**src/rtl/trace_dump.sv**
```systemverilog
// Retire trace streamer plus post-halt register-file and memory dump on one output port.
// The retire trace FIFO exists only when TRACE_DUMP_TRACE_EN is defined.
module trace_dump #(
    parameter int WORD   = 32,
    parameter int NREG   = 16,
    parameter int NMEM   = 16,
    parameter int TDEPTH = 8
) (
    input  logic                    clk,
    input  logic                    reset,
    input  logic                    ret_v,
    input  logic [WORD-1:0]         ret_pc,
    input  logic [WORD-1:0]         ret_result,
    input  logic                    ret_wr,
    input  logic [$clog2(NREG)-1:0] ret_reg,
    input  logic                    halt,
    output logic [$clog2(NREG)-1:0] reg_addr,
    input  logic [WORD-1:0]         reg_data,
    output logic [WORD-1:0]         mem_addr,
    input  logic [WORD-1:0]         mem_data,
    output logic                    out_valid,
    input  logic                    out_ready,
    output logic [WORD-1:0]         out_data,
    output logic [1:0]              out_tag,
    output logic                    busy,
    output logic                    done,
    output logic [7:0]              drop_cnt
);

    // state | meaning
    // IDLE  | tracing retires, waiting for halt
    // DRAIN | flushing queued trace entries
    // REG   | streaming register file, one word per transfer
    // MRD   | memory read address issued, data next cycle
    // MEM   | presenting one memory word
    // DONE  | dump complete, held until reset
    typedef enum logic [2:0] {
        S_IDLE, S_DRAIN, S_REG, S_MRD, S_MEM, S_DONE
    } state_t;

    localparam int              RW       = $clog2(NREG);
    localparam logic [RW-1:0]   LAST_REG = RW'(NREG - 1);
    localparam logic [WORD-1:0] LAST_MEM = WORD'(NMEM - 1);

    state_t            state, state_nxt;
    logic [RW-1:0]     ridx;
    logic [WORD-1:0]   midx;
    logic              mem_first;
    logic [WORD-1:0]   mem_hold;
    logic              xfer;
    logic              trace_empty;
    logic              trace_valid;
    logic [WORD-1:0]   trace_data;
    logic [1:0]        trace_tag;

    assign xfer     = out_valid && out_ready;
    assign mem_addr = midx;
    assign busy     = (state == S_DRAIN) || (state == S_REG) || (state == S_MRD) || (state == S_MEM);
    assign done     = (state == S_DONE);

`ifdef TRACE_DUMP_TRACE_EN
    localparam state_t HALT_TGT = S_DRAIN;
    localparam int TW    = $clog2(TDEPTH);
    localparam int RES_W = WORD - 1 - RW;
    localparam int EW    = WORD + RES_W + 1 + RW;
    localparam logic [TW:0] FULL_CNT = TDEPTH[TW:0];

    // entry layout: {pc, result low bits, wr, reg}
    logic [EW-1:0] fifo_mem [TDEPTH];
    logic [TW-1:0] wptr, rptr;
    logic [TW:0]   count;
    logic          half;
    logic          full, push, pop, drop;
    logic [EW-1:0] head;
    logic          unused_res;

    assign unused_res  = ^ret_result[WORD-1:RES_W];
    assign full        = (count == FULL_CNT);
    assign trace_empty = (count == '0);
    assign trace_valid = !trace_empty && ((state == S_IDLE) || (state == S_DRAIN));
    assign pop         = trace_valid && out_ready && half;
    assign push        = ret_v && (state == S_IDLE) && (!full || pop);
    assign drop        = ret_v && (state == S_IDLE) && full && !pop;
    assign head        = fifo_mem[rptr];
    assign trace_tag   = {1'b0, half};
    assign trace_data  = !trace_valid ? '0 :
                         half ? {head[RW], head[RW-1:0], head[RW+1 +: RES_W]} :
                                head[EW-1 -: WORD];

    always_ff @(posedge clk) begin
        if (push) fifo_mem[wptr] <= {ret_pc, ret_result[RES_W-1:0], ret_wr, ret_reg};
    end

    always_ff @(posedge clk) begin
        if (reset) begin
            wptr     <= '0;
            rptr     <= '0;
            count    <= '0;
            half     <= 1'b0;
            drop_cnt <= '0;
        end else begin
            if (push) wptr <= wptr + 1'b1;
            if (pop)  rptr <= rptr + 1'b1;
            case ({push, pop})
                2'b10:   count <= count + 1'b1;
                2'b01:   count <= count - 1'b1;
                default: ;
            endcase
            if (trace_valid && out_ready) half <= ~half;
            if (drop && (drop_cnt != 8'hFF)) drop_cnt <= drop_cnt + 1'b1;
        end
    end
`else
    localparam state_t HALT_TGT = S_REG;
    logic unused_ret;

    assign unused_ret  = ^{ret_v, ret_pc, ret_result, ret_wr, ret_reg};
    assign trace_empty = 1'b1;
    assign trace_valid = 1'b0;
    assign trace_data  = '0;
    assign trace_tag   = 2'b00;
    assign drop_cnt    = '0;
`endif

    always_ff @(posedge clk) begin
        if (reset) state <= S_IDLE;
        else       state <= state_nxt;
    end

    always_comb begin
        state_nxt = state;
        case (state)
            S_IDLE:  if (halt) state_nxt = HALT_TGT;
            S_DRAIN: if (trace_empty) state_nxt = S_REG;
            S_REG:   if (xfer && (ridx == LAST_REG)) state_nxt = S_MRD;
            S_MRD:   state_nxt = S_MEM;
            S_MEM:   if (xfer) state_nxt = (midx == LAST_MEM) ? S_DONE : S_MRD;
            S_DONE:  state_nxt = S_DONE;
            default: state_nxt = S_IDLE;
        endcase
    end

    always_comb begin
        out_valid = 1'b0;
        out_data  = '0;
        out_tag   = 2'b00;
        reg_addr  = '0;
        case (state)
            S_IDLE, S_DRAIN: begin
                out_valid = trace_valid;
                out_data  = trace_data;
                out_tag   = trace_tag;
            end
            S_REG: begin
                out_valid = 1'b1;
                reg_addr  = ridx;
                out_data  = reg_data;
                out_tag   = 2'b10;
            end
            S_MEM: begin
                out_valid = 1'b1;
                out_data  = mem_first ? mem_data : mem_hold;
                out_tag   = 2'b11;
            end
            default: ;
        endcase
    end

    // mem_data is only guaranteed on the first MEM cycle, so it is held for stalls
    always_ff @(posedge clk) begin
        if (reset) begin
            ridx      <= '0;
            midx      <= '0;
            mem_first <= 1'b0;
            mem_hold  <= '0;
        end else begin
            if ((state == S_REG) && xfer) ridx <= ridx + 1'b1;
            if ((state == S_MEM) && xfer && (midx != LAST_MEM)) midx <= midx + 1'b1;
            mem_first <= (state == S_MRD);
            if (mem_first) mem_hold <= mem_data;
        end
    end

endmodule

```
**config.mk**
```make
export PLATFORM = sky130hd
export DESIGN_NAME = trace_dump
export DESIGN_NICKNAME = d
export VERILOG_FILES = /design/src/rtl/trace_dump.sv
export SDC_FILE = /design/constraint.sdc
export NUM_CORES = 1
export LEC_CHECK = 0
export CAP_MARGIN = 20
export CORE_ASPECT_RATIO = 0.5
export CORE_MARGIN = 4
export CORE_UTILIZATION = 38
export DETAILED_ROUTE_END_ITERATION = 8
export GPL_ROUTABILITY_DRIVEN = 0
export GPL_TIMING_DRIVEN = 0
export PLACE_DENSITY = 0.82
export SYNTH_ARGS = -nofsm -noshare
export SYNTH_HDL_FRONTEND = slang
export SYNTH_SLANG_ARGS = --single-unit
```
**constraint.sdc**
```tcl
create_clock -name clk -period 2.7 [get_ports clk]
set_input_delay 0.27 -clock clk [delete_from_list [all_inputs] [get_ports clk]]
set_output_delay 0.27 -clock clk [all_outputs]
set_load 0.02 [all_outputs]
```
==> summary.md, run 1 <==
### Worst setup path
* 10 — Max FO, Critical Path
* output pin — capturing element type of the critical path
* 2430 ps — CP Data Required Time
* clkbuf_2 > nor3b_4 > clkbuf_4 > nand2b_1 > buf_4 > clkdlybuf4s50_1 — sequence of cells on the critical path
* flip-flop — kind of launch point of the worst setup path
* reg -> out — startpoint-to-endpoint class of the critical path
* clkdlybuf4s50_1 — slowest library cell on the worst path
* 2270 ps — endpoint arrival time on the critical path
* 590 ps — slowest stage delay, CP

### Synth
* 0 — yosys warns
* 0.399 — sequential element share of the synthesized area
* 0.399 — proportion of netlist area held by the largest area contributor
* dfxtp_1 40%, mux2i_1 9.2%, nor2_1 6.3% — biggest area contributors in the synthesized netlist
* 3610 um2 — area of the mapped netlist
* 8.34 um2 — Avg Cell Area, Syn
* 72 — register bit total from synthesis
* 433 — gate count after technology mapping
* dfxtp_1 — most used flip-flop cell after synthesis
* 0 — EDFF count, synth
* 0 — fraction of registers with async set or reset after synthesis
* dfxtp_1 — Yosys top cell by area
* 46 — synth unique cells

### Power
* 2.43 mW — cell-internal power
* 625 nW/um2 — Pwr Density
* 3.47 mW — power consumption
* 1.04 mW — net load switching power
* 0.321 — share of power burned in registers
* 2.28 nW — static power due to leakage
* 0.360 — clock share of power
* 0.319 — combinational group share of total power
* 336 uV — Worst VDD drop
* 0.299 — switching part of the total

### Layout
* 0.0908 — fraction of layout instances using a drive strength above 1
* 730 — total number of nets in the final design
* 0.618 — utilization after layout
* 0 — ANT cells
* 53.7% — Synth-to-Final Area Change
* 781 — number of fillers in the final layout
* 712 — Layout Cells excl Fill

### Clocking
* 72 — number of sinks handled by clock tree synthesis
* done — clock tree from TritonCTS
* clkbuf_16 — CTS Root Cell
* 0 — hold buffer count at cts
* 0 — Post-CTS Setup Repair Bufs
* 3 — Max H-tree Level
* 9 — clock buffer count from CTS
* 50 ps — clock transition at the registers of the reported paths
* 330 ps — clk_lat worst skew
* 2 — buffer depth of the longest clock path

### Route
* 3579 — detailed-route via count
* met4 — uppermost layer routed
* 153 — Initial DRC Count
* 15.0 um — average routed wire per standard cell
* 10700 um — detailed-route wire length
* 5.03 — via count normalized by instance count
* 0 — DRC Markers
* 4680 um — detailed-route wire length on metal 1
* 4 — first drt pass iteration count
* 0 — post-route antenna net violation count
* 686 um — total length of routed met3 wires
* 5140 um — met2 routed wirelength

### Place
* 696 — cell count after placement
* 139 — PortBufs
* 8180 um — HPWL after detailed placement

### Floorplan
* 0.402 — starting utilization of the core area
* 146 um — horizontal extent of the die
* 219 — number of I/O pins
* 24 — row cnt
* 76.9 um — DIE HEIGHT
* 8980 um2 — Core Box Area
* 11200 um2 — die outline area

### Job
* 0 — Maximum Capacitance Violations

### GRT
* 3445 — via count of the first global-routing pass
* 0 — gr ovfl total
* 17000 um — first-pass GRT wire length
* 0.186 — overall routing resource usage
* 0 — initial antenna violation count
* 12 — maximum number of pins on one net before global-route repair

### Timing
* 0.939 — share of the cycle needed by the critical path after routing
* 0 — Final Max Tran Viols
* 0 ps — setup TNS after final layout
* 3.38 ps — worst-case clock skew
* 667 ps — slew at the pin closest to its max-slew limit
* 482 ps — worst hold slack
* 394 MHz — max frequency
* 2540 ps — minimum clock period after layout
* false — RSZ-0062 raised after global routing
* 0 — Hold Violations, Final
* 0 — count of final setup violators
* 0.556 — worst slew margin relative to its limit

### Hold path
* reg -> reg — worst min-delay path class

### Outcome
* finished clean — outcome

power groups by stage:
stage / registers (mW) / clock network (mW) / logic, mW
2_1_floorplan: 1.13 / 0 / 0.604
3_3_place_gp: 1.13 / 0 / 1.12
3_5_place_dp: 1.14 / 0 / 1.13
4_1_cts: 1.11 / 1.27 / 1.13
5_1_grt: 1.12 / 1.32 / 1.19
6_report: 1.11 / 1.25 / 1.11
synthesized netlist by cell type (6+ instances only):
cell and n:
inv_1 11, dfxtp_1 72, o31ai_1 7, o21ai_0 43
nor3_1 8, clkbuf_1 15, or3_1 6, nor2_1 61
nand4_1 8, nor4_1 10, a21oi_1 13, xnor2_1 12
buf_4 10, nand2_1 42, or4_1 7, nand3_1 13
mux2i_1 33, xor2_1 9
worst paths after layout:
kind,end,slack (ps),startpoint,cells past startpoint
worst min-delay path,mem_hold[17],480,mem_hold[17],2
worst max register to register,mem_addr[1],360,mem_addr[0],8
worst max-delay path,out_tag[1],160,state[1],6
worst min register to register,mem_hold[17],480,mem_hold[17],2
worst max-delay path: cells and delay by family (launching register included):
| family | cells | cell delay (ps) |
|---|---|---|
| buf+inv | 4 | 1160 |
| simple gates | 2 | 450 |
| flops | 1 | 330 |
routing by layer:
metal  global-route usage  up-vias
met3               0.0495       14
li1                     -     1805
met4               0.0559        0
met1                0.225     1641
met2                0.327      119
met5                    0        -
repair_timing:
item                                    CTS  global route
endpoints found under the setup margin   38            19
gates resized for setup                  22            19
endpoints found under the hold margin     0             0
logic make-up after synthesis:
| group | synth area share |
|---|---|
| AOI/OAI and AO/OA | 0.112 |
| xor gates and xnor gates | 0.0510 |
| adders and majority gates | 0.00693 |
| buffers and inverters | 0.0697 |
| DFF | 0.399 |
| muxes | 0.0946 |
| other | 0.00104 |
| and+or+nand+nor | 0.266 |
flip-flops by register name (all words and copies together), names as in the netlist:
register / cells
mem_addr: 32
mem_first: 1
mem_hold: 32
ridx: 4
state: 3
cells in the final DEF (no fill, tap or decap), types with 13 or more instances in the layout:
cell type,Yosys,final
clkdlybuf4s50_1,0,110
nor2_1,61,61
nand2_1,42,42
o21ai_0,43,43
mux2i_1,33,33
clkbuf_1,15,13
dlymetal6s2s_1,0,19
nand3_1,13,13
a21oi_1,13,13
dfxtp_1,72,71
through the flow:
stage	cell area [um2]	setup slack, ps
floorplan	3640	602
global placement	5170	-377
detailed placement	5170	-385
CTS	5500	38.4
global route	5550	61.8
finish	5550	165
layout make-up:
cell class	count	area [um2]	area share
Clock buffer	13	250	0.0451
Timing Repair Buffer	139	1430	0.257
Sequential cell	72	1440	0.260
Clock inverter	3	65.1	0.0117
Buffer	37	223	0.0401
Tap cell	117	146	0.0264
Inverter	11	41.3	0.00744
Multi-Input combinational cell	320	1950	0.352
(Power assumes the default switching activity.)
==> inputs of run 2 (changes only) <==
--- a/config.mk
+++ b/config.mk
@@ -5,14 +5,15 @@
 export SDC_FILE = /design/constraint.sdc
 export NUM_CORES = 1
 export LEC_CHECK = 0
+export ABC_AREA = 1
 export CAP_MARGIN = 20
 export CORE_ASPECT_RATIO = 0.5
 export CORE_MARGIN = 4
-export CORE_UTILIZATION = 38
+export CORE_UTILIZATION = 40
 export DETAILED_ROUTE_END_ITERATION = 8
 export GPL_ROUTABILITY_DRIVEN = 0
 export GPL_TIMING_DRIVEN = 0
-export PLACE_DENSITY = 0.82
+export PLACE_DENSITY = 0.81
 export SYNTH_ARGS = -nofsm -noshare
 export SYNTH_HDL_FRONTEND = slang
 export SYNTH_SLANG_ARGS = --single-unit
==> run 2 against run 1 <==
Synthesized area rose by 16%. Highest routed layer unchanged. Register-to-register slack gained 530 ps. Clock power is 9% higher. Via count rose by 27%. Largest power group unchanged.
==> summary.md, run 2 <==
### Timing
* 0 — Final Max Tran Viols, unchanged
* false — RSZ-0062 raised after global routing
* 2580 ps — minimum clock period after layout, +41.1 ps
* 358 ps — worst hold slack, -124 ps
* 0 — Hold Violations, Final, unchanged
* 0 ps — setup TNS after final layout, unchanged
* 628 ps — slew at the pin closest to its max-slew limit, -38.9 ps
* 0.954 — share of the cycle needed by the critical path after routing, +0.0152
* 0.582 — worst slew margin relative to its limit, +0.0259
* 0 — count of final setup violators, unchanged
* 388 MHz — max frequency, -1.6%
* 8.07 ps — worst-case clock skew, +4.69 ps

### Worst setup path
* reg -> out — startpoint-to-endpoint class of the critical path
* 10 — Max FO, Critical Path, unchanged
* 9 — r2r worst-path depth, +1
* output pin — capturing element type of the critical path
* flip-flop — kind of launch point of the worst setup path
* 2430 ps — CP Data Required Time, about the same
* 2310 ps — endpoint arrival time on the critical path, +40 ps

### Synth
* 201 x nand2_1, 116 x nor2_1, 72 x dfxtp_1 — Synth top cells by count
* 624 — gate count after technology mapping, +44%
* nand2_1 — most frequent cell after synthesis
* 0 — EDFF count, synth, unchanged
* 0.345 — sequential element share of the synthesized area, -0.0546
* 72 — register bit total from synthesis, unchanged
* 0.00598 — post-synthesis adder-cell area fraction, -0.000948
* 33 — synth unique cells, -28%
* 0 — yosys warns, unchanged
* 4180 um2 — area of the mapped netlist, +16%
* 0 — fraction of registers with async set or reset after synthesis, unchanged
* 0.371 — Synth Area in Simple Gates, +0.105
* 0.345 — proportion of netlist area held by the largest area contributor, -0.0546
* dfxtp_1 — most used flip-flop cell after synthesis
* 0.0314 — post-synthesis xor/xnor area fraction, -0.0195
* dfxtp_1 34%, nand2_1 18%, nor2_1 10% — biggest area contributors in the synthesized netlist
* 0.0766 — fraction of synthesized area in multiplexers, -0.0180
* simple AND/OR/NAND/NOR gates — largest family of logic cells by synthesized area
* dfxtp_1 — Yosys top cell by area
* 0.0946 — synthesized-area fraction occupied by ao, oa, aoi and oai cells, -0.0174
* 6.70 um2 — Avg Cell Area, Syn, -20%

### Layout
* 0 — ANT cells, unchanged
* 46.4% — Synth-to-Final Area Change
* 201 x nand2_1, 137 x clkdlybuf4s50_1, 116 x nor2_1, 72 x dfxtp_1, 40 x o21ai_0 — commonest non-fill, non-tap cells in the layout
* 0.0687 — fraction of layout instances using a drive strength above 1, -0.0221
* nand2_1 — most common library cell in the layout ignoring fill and taps
* 921 — total number of nets in the final design, +26%
* 6120 um2 — post-layout instance area, +10%
* 923 — number of fillers in the final layout, +18%

### Power
* 2.29 nW — static power due to leakage, +0.80%
* 478 nW/um2 — Pwr Density, -23%
* 241 uV — Worst VDD drop, -28%
* 2.93 mW — power consumption, -16%

### GRT
* 13 — maximum number of pins on one net before global-route repair, +1
* 0 — gr ovfl total, unchanged
* 0.205 — overall routing resource usage, +0.0187
* 4205 — via count of the first global-routing pass, +22%
* 20300 um — first-pass GRT wire length, +19%
* 0 — initial antenna violation count, unchanged

### Clocking
* 0 — Post-CTS Setup Repair Bufs, unchanged
* 2 — buffer depth of the longest clock path, unchanged
* clkbuf_16 — CTS Root Cell
* 340 ps — clk_lat worst skew, about the same
* done — clock tree from TritonCTS
* 3 — Max H-tree Level, unchanged
* 72 — number of sinks handled by clock tree synthesis, unchanged
* 9 — clock buffer count from CTS, unchanged
* 60 ps — clock transition at the registers of the reported paths, about the same

### Floorplan
* 26 — row cnt, +8.3%
* 80.3 um — DIE HEIGHT, +4.4%
* 153 um — horizontal extent of the die, +4.6%
* 219 — number of I/O pins, unchanged
* 12300 um2 — die outline area, +9.2%
* 10200 um2 — Core Box Area, +14%
* 0.409 — starting utilization of the core area, +0.00732

### Route
* 4.89 — via count normalized by instance count, -2.7%
* 12900 um — detailed-route wire length, +21%
* 4529 — detailed-route via count, +27%
* 13.9 um — average routed wire per standard cell, -7.3%
* 0 — post-route antenna net violation count, unchanged
* 0 — DRC Markers, unchanged
* 5 — first drt pass iteration count, +1
* 259 — Initial DRC Count, +69%

### Job
* 0 — Maximum Capacitance Violations, unchanged

### Place
* 5770 um2 — total cell area at the placement stage, +12%
* 9800 um — HPWL after detailed placement, +20%
* 139 — PortBufs, unchanged

### Hold path
* in -> reg — worst min-delay path class
* 4 — Hold Path Cell Cnt, +2

### Outcome
* finished clean — outcome

run 2: metal layers:
layer	routed length [um]	up-vias	GRT usage
met3	938	17	0.0506
li1	-	2290	-
met1	5480	2072	0.248
met4	126	0	0.0560
met5	0	-	0
met2	6340	150	0.367
run 2: cells by family (layout without fill, tap and decap cells):
kind of cell / count (synthesis) / count (layout)
AO/OA/AOI/OAI: 74 / 74
XOR/XNOR: 15 / 15
adder cells (fa/ha/maj): 2 / 2
buffers and inverters: 63 / 218
flip-flops: 72 / 72
multiplexers: 32 / 32
other: 1 / 8
AND/OR/NAND/NOR: 365 / 365
run 2: timing repair:
action                                  in CTS  in global routing
endpoints found under the setup margin       2                 13
resized for setup                            2                  5
pin swaps                                    0                  0
hold buffers                                 0                  0
run 2: per-stage QoR:
step / util / instances / worst slack, ps
after floorplan: - / 631 / 909
after global placement: 0.565 / 910 / 398
after detailed placement: 0.565 / 910 / 376
after CTS: 0.598 / 926 / 0.810
after global routing: 0.599 / 926 / 0.232
final: 0.599 / 926 / 123
run 2: path summary, 6_finish.rpt:
kind / start / end / slack, ps
max reg2reg: mem_addr[0] / mem_addr[9] / 890
min: reset / ridx[2] / 360
max: state[2] / out_data[31] / 120
min reg2reg: mem_hold[28] / mem_hold[28] / 480
run 2: worst max-delay path, cell delays in order, from the launching register on:
cell and delay [ps]:
dfxtp_1 360, inv_1 150, nand3_2 190, clkinvlp_4 200
clkbuf_2 250, nand2_1 80, o21ai_0 80, clkdlybuf4s50_1 640
run 2: area by class of cell:
class                           instances  area [um2]  area share
Multi-Input combinational cell        496        2450       0.400
Sequential cell                        72        1440       0.235
Timing Repair Buffer                  139        1400       0.228
Clock buffer                           10         229      0.0374
Buffer                                 33         205      0.0335
Tap cell                              140         175      0.0286
Inverter                               30         116      0.0190
Clock inverter                          6         108      0.0176
run 2: where the power goes:
part | internal (mW) | switching (mW)
Combinational | 0.236 | 0.246
Clock | 0.899 | 0.465
Sequential | 1.08 | 0.00681
Total | 2.21 | 0.717
